==> src/rtl/dispatch_buffer.sv <==
// Two-wide in-order circular FIFO between decode/register-read and RS dispatch.
// Optional stall/high-water statistics are enabled with `define DISPATCH_BUF_STATS_EN.
module dispatch_buffer #(
    parameter int DATA_W = 83,
    parameter int DEPTH  = 8
) (
    input  logic                     clk,
    input  logic                     rst,
    input  logic                     flush,
    input  logic                     in_valid_A,
    input  logic [DATA_W-1:0]        in_inst_A,
    input  logic                     errorA,
    input  logic                     in_valid_B,
    input  logic [DATA_W-1:0]        in_inst_B,
    input  logic                     errorB,
    output logic                     in_ready,
    output logic                     in_taken_A,
    output logic                     in_taken_B,
    output logic                     out_valid_A,
    output logic [DATA_W-1:0]        out_inst_A,
    output logic                     out_valid_B,
    output logic [DATA_W-1:0]        out_inst_B,
    input  logic                     out_accept_A,
    input  logic                     out_accept_B,
    output logic [$clog2(DEPTH):0]   count
`ifdef DISPATCH_BUF_STATS_EN
    ,
    output logic [31:0]              stall_cycles,
    output logic [$clog2(DEPTH):0]   high_water
`endif
);

    localparam int PTR_W = $clog2(DEPTH);
    localparam int CNT_W = PTR_W + 1;

    logic [DATA_W-1:0] mem [DEPTH];
    logic [PTR_W-1:0]  head;
    logic [PTR_W-1:0]  tail;
    logic [PTR_W-1:0]  head_p1;
    logic [PTR_W-1:0]  tail_p1;
    logic              take_A;
    logic              take_B;
    logic              deq_A;
    logic              deq_B;
    logic [CNT_W-1:0]  enq_n;
    logic [CNT_W-1:0]  deq_n;
    logic [CNT_W-1:0]  count_next;

    // Readiness looks only at registered occupancy so a write never depends
    // on a same-cycle dequeue.
    assign in_ready   = (count <= CNT_W'(DEPTH - 2));
    assign take_A     = in_ready & in_valid_A & ~errorA & ~flush & ~rst;
    assign take_B     = take_A & in_valid_B & ~errorB;
    assign in_taken_A = take_A;
    assign in_taken_B = take_B;

    assign head_p1 = head + PTR_W'(1);
    assign tail_p1 = tail + PTR_W'(1);

    assign out_valid_A = (count >= CNT_W'(1));
    assign out_valid_B = (count >= CNT_W'(2));
    assign out_inst_A  = out_valid_A ? mem[head]    : '0;
    assign out_inst_B  = out_valid_B ? mem[head_p1] : '0;

    assign deq_A = out_accept_A & out_valid_A;
    assign deq_B = deq_A & out_accept_B & out_valid_B;

    assign enq_n      = CNT_W'(take_A) + CNT_W'(take_B);
    assign deq_n      = CNT_W'(deq_A) + CNT_W'(deq_B);
    assign count_next = count + enq_n - deq_n;

    always_ff @(posedge clk or posedge rst) begin
        if (rst) begin
            head  <= '0;
            tail  <= '0;
            count <= '0;
        end else if (flush) begin
            head  <= '0;
            tail  <= '0;
            count <= '0;
        end else begin
            head  <= head + PTR_W'(deq_n);
            tail  <= tail + PTR_W'(enq_n);
            count <= count_next;
        end
    end

    // Entry storage is intentionally left unreset; validity comes from count.
    always_ff @(posedge clk) begin
        if (take_A) mem[tail]    <= in_inst_A;
        if (take_B) mem[tail_p1] <= in_inst_B;
    end

`ifdef DISPATCH_BUF_STATS_EN
    logic [CNT_W-1:0] count_upd;
    assign count_upd = flush ? '0 : count_next;

    always_ff @(posedge clk or posedge rst) begin
        if (rst) begin
            stall_cycles <= '0;
            high_water   <= '0;
        end else begin
            if (in_valid_A && !in_ready && !flush && stall_cycles != 32'hFFFF_FFFF)
                stall_cycles <= stall_cycles + 32'd1;
            if (count_upd > high_water)
                high_water <= count_upd;
        end
    end
`endif

endmodule

==> config.mk <==
export PLATFORM = sky130hd
export DESIGN_NAME = dispatch_buffer
export DESIGN_NICKNAME = d
export VERILOG_FILES = /design/src/rtl/dispatch_buffer.sv
export SDC_FILE = /design/constraint.sdc
export NUM_CORES = 1
export LEC_CHECK = 0
export BUFFER_PORTS_ARGS = -buffer_cell sky130_fd_sc_hd__buf_2
export CAP_MARGIN = 20
export CORE_MARGIN = 5
export CORE_UTILIZATION = 61
export CTS_CLUSTER_SIZE = 28
export DETAILED_ROUTE_END_ITERATION = 10
export MAX_ROUTING_LAYER = met4
export PLACE_DENSITY_LB_ADDON = 0.12
export SLEW_MARGIN = 10
export SYNTH_ARGS = -nofsm -noshare
export SYNTH_HDL_FRONTEND = slang
export SYNTH_SLANG_ARGS = --single-unit
==> constraint.sdc <==
create_clock -name clk -period 8 [get_ports clk]
set_clock_uncertainty 0.15 [all_clocks]
set_input_delay 0.4 -clock clk [delete_from_list [all_inputs] [get_ports clk]]
set_output_delay 0.4 -clock clk [all_outputs]
set_load 0.005 [all_outputs]
# [After elaboration in Yosys (flattened, before gate mapping)]
# Memories as Yosys holds them, arrays and structs flattened.
# Index checks and enable logic that the tools add are counted.
# W data, S select, Z words.
[totals] register_bits=10 ram_bits=664 input_bits=175 output_inout_bits=175 elab_cells=37 memories=1
[mem_list] name="mem" depth=8 word_bits=83 rd=2 rd_clocked_by_memory_dff=0 wr=2 line="36" text="logic [DATA_W-1:0] mem [DEPTH];"
[classes] addsub=8 n_lt_le_gt_ge=3 muxes=9 bitwise_logic=13
[op_table] operator="$mux W83" n=2
[op_table] operator="$and A1 B1 Y1" n=9
[op_table] operator="$add A3 B1 Y3 const B" n=2
[op_table] operator="$add A3 B2 Y3" n=2
[op_table] operator="$mux W3" n=2
[op_table] operator="$add A1 B1 Y2" n=2
[op_table] operator="$add A4 B2 Y4" n=1
[op_table] operator="$ge A4 B1 Y1 const B" n=1
[op_table] operator="$ge A4 B2 Y1 const B" n=1
[op_table] operator="$le A4 B3 Y1 const B" n=1
[op_table] operator="$mux W1" n=4
[op_table] operator="$mux W4" n=1
[op_table] operator="$not A1 Y1" n=4
[op_table] operator="$sub A4 B2 Y4" n=1

# [Depth between registers and ports, before layout]
[logic_depth] depth_word=11 ltp_mapped=15 mapped_depth_nobuf=15

# [Worst setup path before layout]
# OpenSTA, ideal clock, no wires.
[synth_path] path_type="reg2reg" from="register count[3]" to="memory mem[3][0] (enable)" arrival_ps=5099 path_slack_ps=2199 path_stages_with_launch=7 path_buffers=1 cell_sequence="dfrtp_1 inv_1 ha_1 a21bo_2 nand3_1 buf_2 a21oi_1"
[synth_rtl] item="from (decl)" line="25" text="output logic [$clog2(DEPTH):0] count"
[synth_rtl] item="from (signal assigned)" line="84" text="count <= count_next;"
[synth_rtl] item="to (decl)" line="36"

# [Final worst setup path]
[layout_path] from="register head[0]" to="output out_inst_B[42]"
[layout_between] elab_chain_len=3
[layout_rtl] item="from (decl)" line="37" text="logic [PTR_W-1:0] head;"
[layout_rtl] item="from (signal assigned)" line="82" text="head <= head + PTR_W'(deq_n);"
[layout_rtl] item="$add A3 B1 Y3" line="57" text="assign head_p1 = head + PTR_W'(1);"
[layout_rtl] item="$mem_v2 Z8 W83"
[layout_rtl] item="$mux W83" line="63" text="assign out_inst_B = out_valid_B ? mem[head_p1] : '0;"
[layout_rtl] item="to (decl)" line="22" text="output logic [DATA_W-1:0] out_inst_B,"
# Every way passes these cells.

==> results.ini <==
[run_status]
status = completed

[global_routing]
met2_usage_pct = 52.5
grt_antenna_before_repair = 38
first_global_vias = 25900
use_met1_pct = 39.5
met3_usage_pct = 5.63
groute.usage.overall_pct = 31.5
pin_count_of_the_biggest_net_entering_global_routing = 131
grt_pass1_wl_um = 162000
grt_overflow = 0
grt.busiest_layer = met2

[setup_path]
worstSetupPathType = reg -> out
cp_slowest_cell = sky130_fd_sc_hd__buf_4
arrival_time_of_the_worst_setup_path_ns = 4.09
critical_path.startpoint = head[0]$_DFF_PP0_
cp_max_fo = 60
worst_r2r_startpoint = count[3]$_DFF_PP0_
worstPathCellList = buf_4 -> buf_4 -> buf_16 -> mux4_2 -> nand2_1 -> a21oi_1 -> buf_2
critical_path.endpoint_type = primary output
crit_required_ns = 7.45
setup.worst_path.start_class = flip-flop
cp_common_cell = sky130_fd_sc_hd__buf_4
critical-path-max-stage-delay_ns = 0.84

[power_and_ir_drop]
worst_ir_drop_vdd_v = 0.000284
power_density_mw_per_mm2 = 276
power.static_leakage_uw = 0.0151

[cts]
cts.sinks = 674
root_buffer = sky130_fd_sc_hd__clkbuf_16
cts_max_path_buffers = 3
post_cts_buffers = 0
hold_buffers = 2
cts_tree = done
cts_inserted_buffers = 72
clkSlewWorstSetupHoldPaths_ns = 0.06
worstSkewPairLatency_ns = 0.60
h_tree_level_count = 3
post_cts.resized_instances = 0

[sta]
whs_ns = 0.0383
finalWorstSetupSlack_ns = 3.36
timing_worst_slew_pin_value_ns = 1.18
unrepaired_setup_endpoints_after_global_routing = false
post-route-period-util_pct = 58.0
min_period_ns = 4.64
final-setup-viol-count = 0
timing_hold_violations_final = 0
totalNegativeSetupSlack_ns = 0
max_freq_ghz = 0.216
drv_slew = 0
maxSlewHeadroom_pct = 21.0

[detailed_routing]
wl_per_cell_um = 30.0
drt-pass1-iter-count = 6
detail_route.drc_violations = 0
drt-initial-drc-count = 2228
vias_per_cell = 6.71
route.antenna.remaining_nets = 0
postRouteWirelength_um = 108000
routed-via-count = 24200

[floorplan]
number_of_standard_cell_rows_in_the_floorplan = 93
die_height_um = 264
start_util_pct = 61.4
core_region_area_mm2 = 0.0641
io_pins = 350
chipWidth_um = 264
die-area_mm2 = 0.0697

[logic_synthesis]
synth.distinct_cells = 35
synth_warnings = 0
synthesized_area_fraction_occupied_by_adder_cells_pct = 0.617
synth-xor-area-share_pct = 0.178
ys_top_cells_by_area = sky130_fd_sc_hd__edfxtp_1 51%, sky130_fd_sc_hd__mux4_2 19%, sky130_fd_sc_hd__mux2_2 17%, sky130_fd_sc_hd__mux2_4 2.7%, sky130_fd_sc_hd__mux2i_1 2.1%
synthesis.nets = 2577
synth_simple_gate_area_share_pct = 3.04
syn-cell-area_mm2 = 0.0393
synth_top_cell_by_area = sky130_fd_sc_hd__edfxtp_1
synth_top_family_by_area = multiplexers
synth.area.mux_share_pct = 40.8
ys_seq_elements = 674
post-synth-top-area-fraction_pct = 50.7
syn-instance-count = 2385
yosysSeqAreaShare_pct = 51.3
synth_compound_gate_area_share_pct = 1.27
avgSynthCellArea_um2 = 16.5

[placement]
pre_cts_slack_ns = 3.16
area_after_detailed_placement_mm2 = 0.0417
finalWeightedCongestion = 0.821
placement.io_buffers = 349
post-dp-hpwl_um = 61000

[final_layout]
design_area_mm2 = 0.0441
layout_commonest_cell = sky130_fd_sc_hd__edfxtp_1
num-nets-final = 2849
final_layout_size_suffix_gt1_share_pct = 55.6
area_delta_synth_final_pct = 12.2
nFillCells = 4330
mostFrequentLayoutCells = 664 x sky130_fd_sc_hd__edfxtp_1, 594 x sky130_fd_sc_hd__mux2_2, 349 x sky130_fd_sc_hd__buf_2

[worst_hold_path]
holdCritStartpoint = in_inst_A[63]
timing.hold.worst.class = in -> reg

[job]
max-cap-violations = 0

==> flip-flops by register name, summed over array words and instances (netlist names) <==
register	count
count	4
head	3
mem	664
tail	3
==> path summary, 6_finish.rpt <==
path | endpoint | slack [ns] | cells after the start
setup / recovery | out_inst_B[42] | 3.36 | 7
hold / removal | mem[6][63]$_DFFE_PP_ | 0.04 | 2
setup reg to reg | mem[5][44]$_DFFE_PP_ | 4.01 | 8
hold reg to reg | tail[2]$_DFF_PP0_ | 0.61 | 2
max in group asynchronous | head[0]$_DFF_PP0_ | 7.15 | 3
min in group asynchronous | count[0]$_DFF_PP0_ | 0.21 | 3
==> final cells by class <==
cell class / count / area [um2] / share of cell area (%)
Tap cell: 855 / 1070 / 2.42
Sequential cell: 674 / 20200 / 45.8
Clock inverter: 24 / 216 / 0.490
Clock buffer: 105 / 2030 / 4.60
Inverter: 17 / 63.8 / 0.145
Multi-Input combinational cell: 1497 / 18200 / 41.3
Timing Repair Buffer: 395 / 2220 / 5.03
Antenna cell: 40 / 100 / 0.227
==> Yosys cell counts <==
cell / instances
sky130_fd_sc_hd__a21bo_2: 1
sky130_fd_sc_hd__a21o_1: 1
sky130_fd_sc_hd__a21oi_1: 88
sky130_fd_sc_hd__a31oi_1: 2
sky130_fd_sc_hd__a32oi_1: 1
sky130_fd_sc_hd__and2_1: 4
sky130_fd_sc_hd__buf_1: 12
sky130_fd_sc_hd__buf_2: 105
sky130_fd_sc_hd__buf_4: 14
sky130_fd_sc_hd__buf_6: 15
sky130_fd_sc_hd__clkbuf_1: 51
sky130_fd_sc_hd__dfrtp_1: 10
sky130_fd_sc_hd__edfxtp_1: 664
sky130_fd_sc_hd__fa_1: 4
sky130_fd_sc_hd__ha_1: 13
sky130_fd_sc_hd__inv_1: 17
sky130_fd_sc_hd__mux2_2: 594
sky130_fd_sc_hd__mux2_4: 70
sky130_fd_sc_hd__mux2i_1: 83
sky130_fd_sc_hd__mux4_2: 332
sky130_fd_sc_hd__nand2_1: 170
sky130_fd_sc_hd__nand3_1: 8
sky130_fd_sc_hd__nand3b_1: 1
sky130_fd_sc_hd__nand4b_1: 1
sky130_fd_sc_hd__nor2_1: 100
sky130_fd_sc_hd__nor2b_1: 5
sky130_fd_sc_hd__nor3_1: 3
sky130_fd_sc_hd__nor3b_1: 2
sky130_fd_sc_hd__nor3b_4: 1
sky130_fd_sc_hd__nor4b_2: 1
sky130_fd_sc_hd__o21ai_0: 2
sky130_fd_sc_hd__o32a_1: 1
sky130_fd_sc_hd__or3_1: 1
sky130_fd_sc_hd__xnor2_1: 5
sky130_fd_sc_hd__xor2_1: 3
==> through the flow <==
step	power, uW	utilization, %	instances
after floorplan	7300	-	2385
after global placement	8920	65.0	3433
after detailed placement	8990	65.1	3434
after CTS	12200	68.6	3565
after global routing	12700	68.8	3604
final	12200	68.8	3607
==> report_power, final <==
group	total [uW]	internal (uW)	switching, uW
Sequential	3970	3920	50.8
Clock	3260	1890	1370
Combinational	4950	2330	2620
Total	12200	8140	4040
==> layer usage <==
layer  vias to the layer above  share of wire [%]
li1                      10300                  -
met1                     12700                 37
met2                      1048                 52
met3                       223                7.8
met4                         0                3.3
met5                         -                  0
==> kinds of logic (layout without fill, tap and decap cells) <==
| family | count (synthesis) | in the layout |
|---|---|---|
| compound gates | 96 | 96 |
| xor+xnor | 8 | 8 |
| buf+inv | 214 | 541 |
| flops | 674 | 674 |
| other cells | 0 | 40 |
| mux | 1079 | 1079 |
| fa+ha+maj | 17 | 17 |
| simple gates | 297 | 297 |
==> critical path, delay by kind of cell (launching register included) <==
family | cells | cell delay [ns]
AOI/OAI and AO/OA | 1 | 0.12
buffers and inverters | 4 | 1.93
DFF | 1 | 0.69
muxes | 1 | 0.54
and+or+nand+nor | 1 | 0.08
No activity file was read; power rests on OpenSTA's default activity.
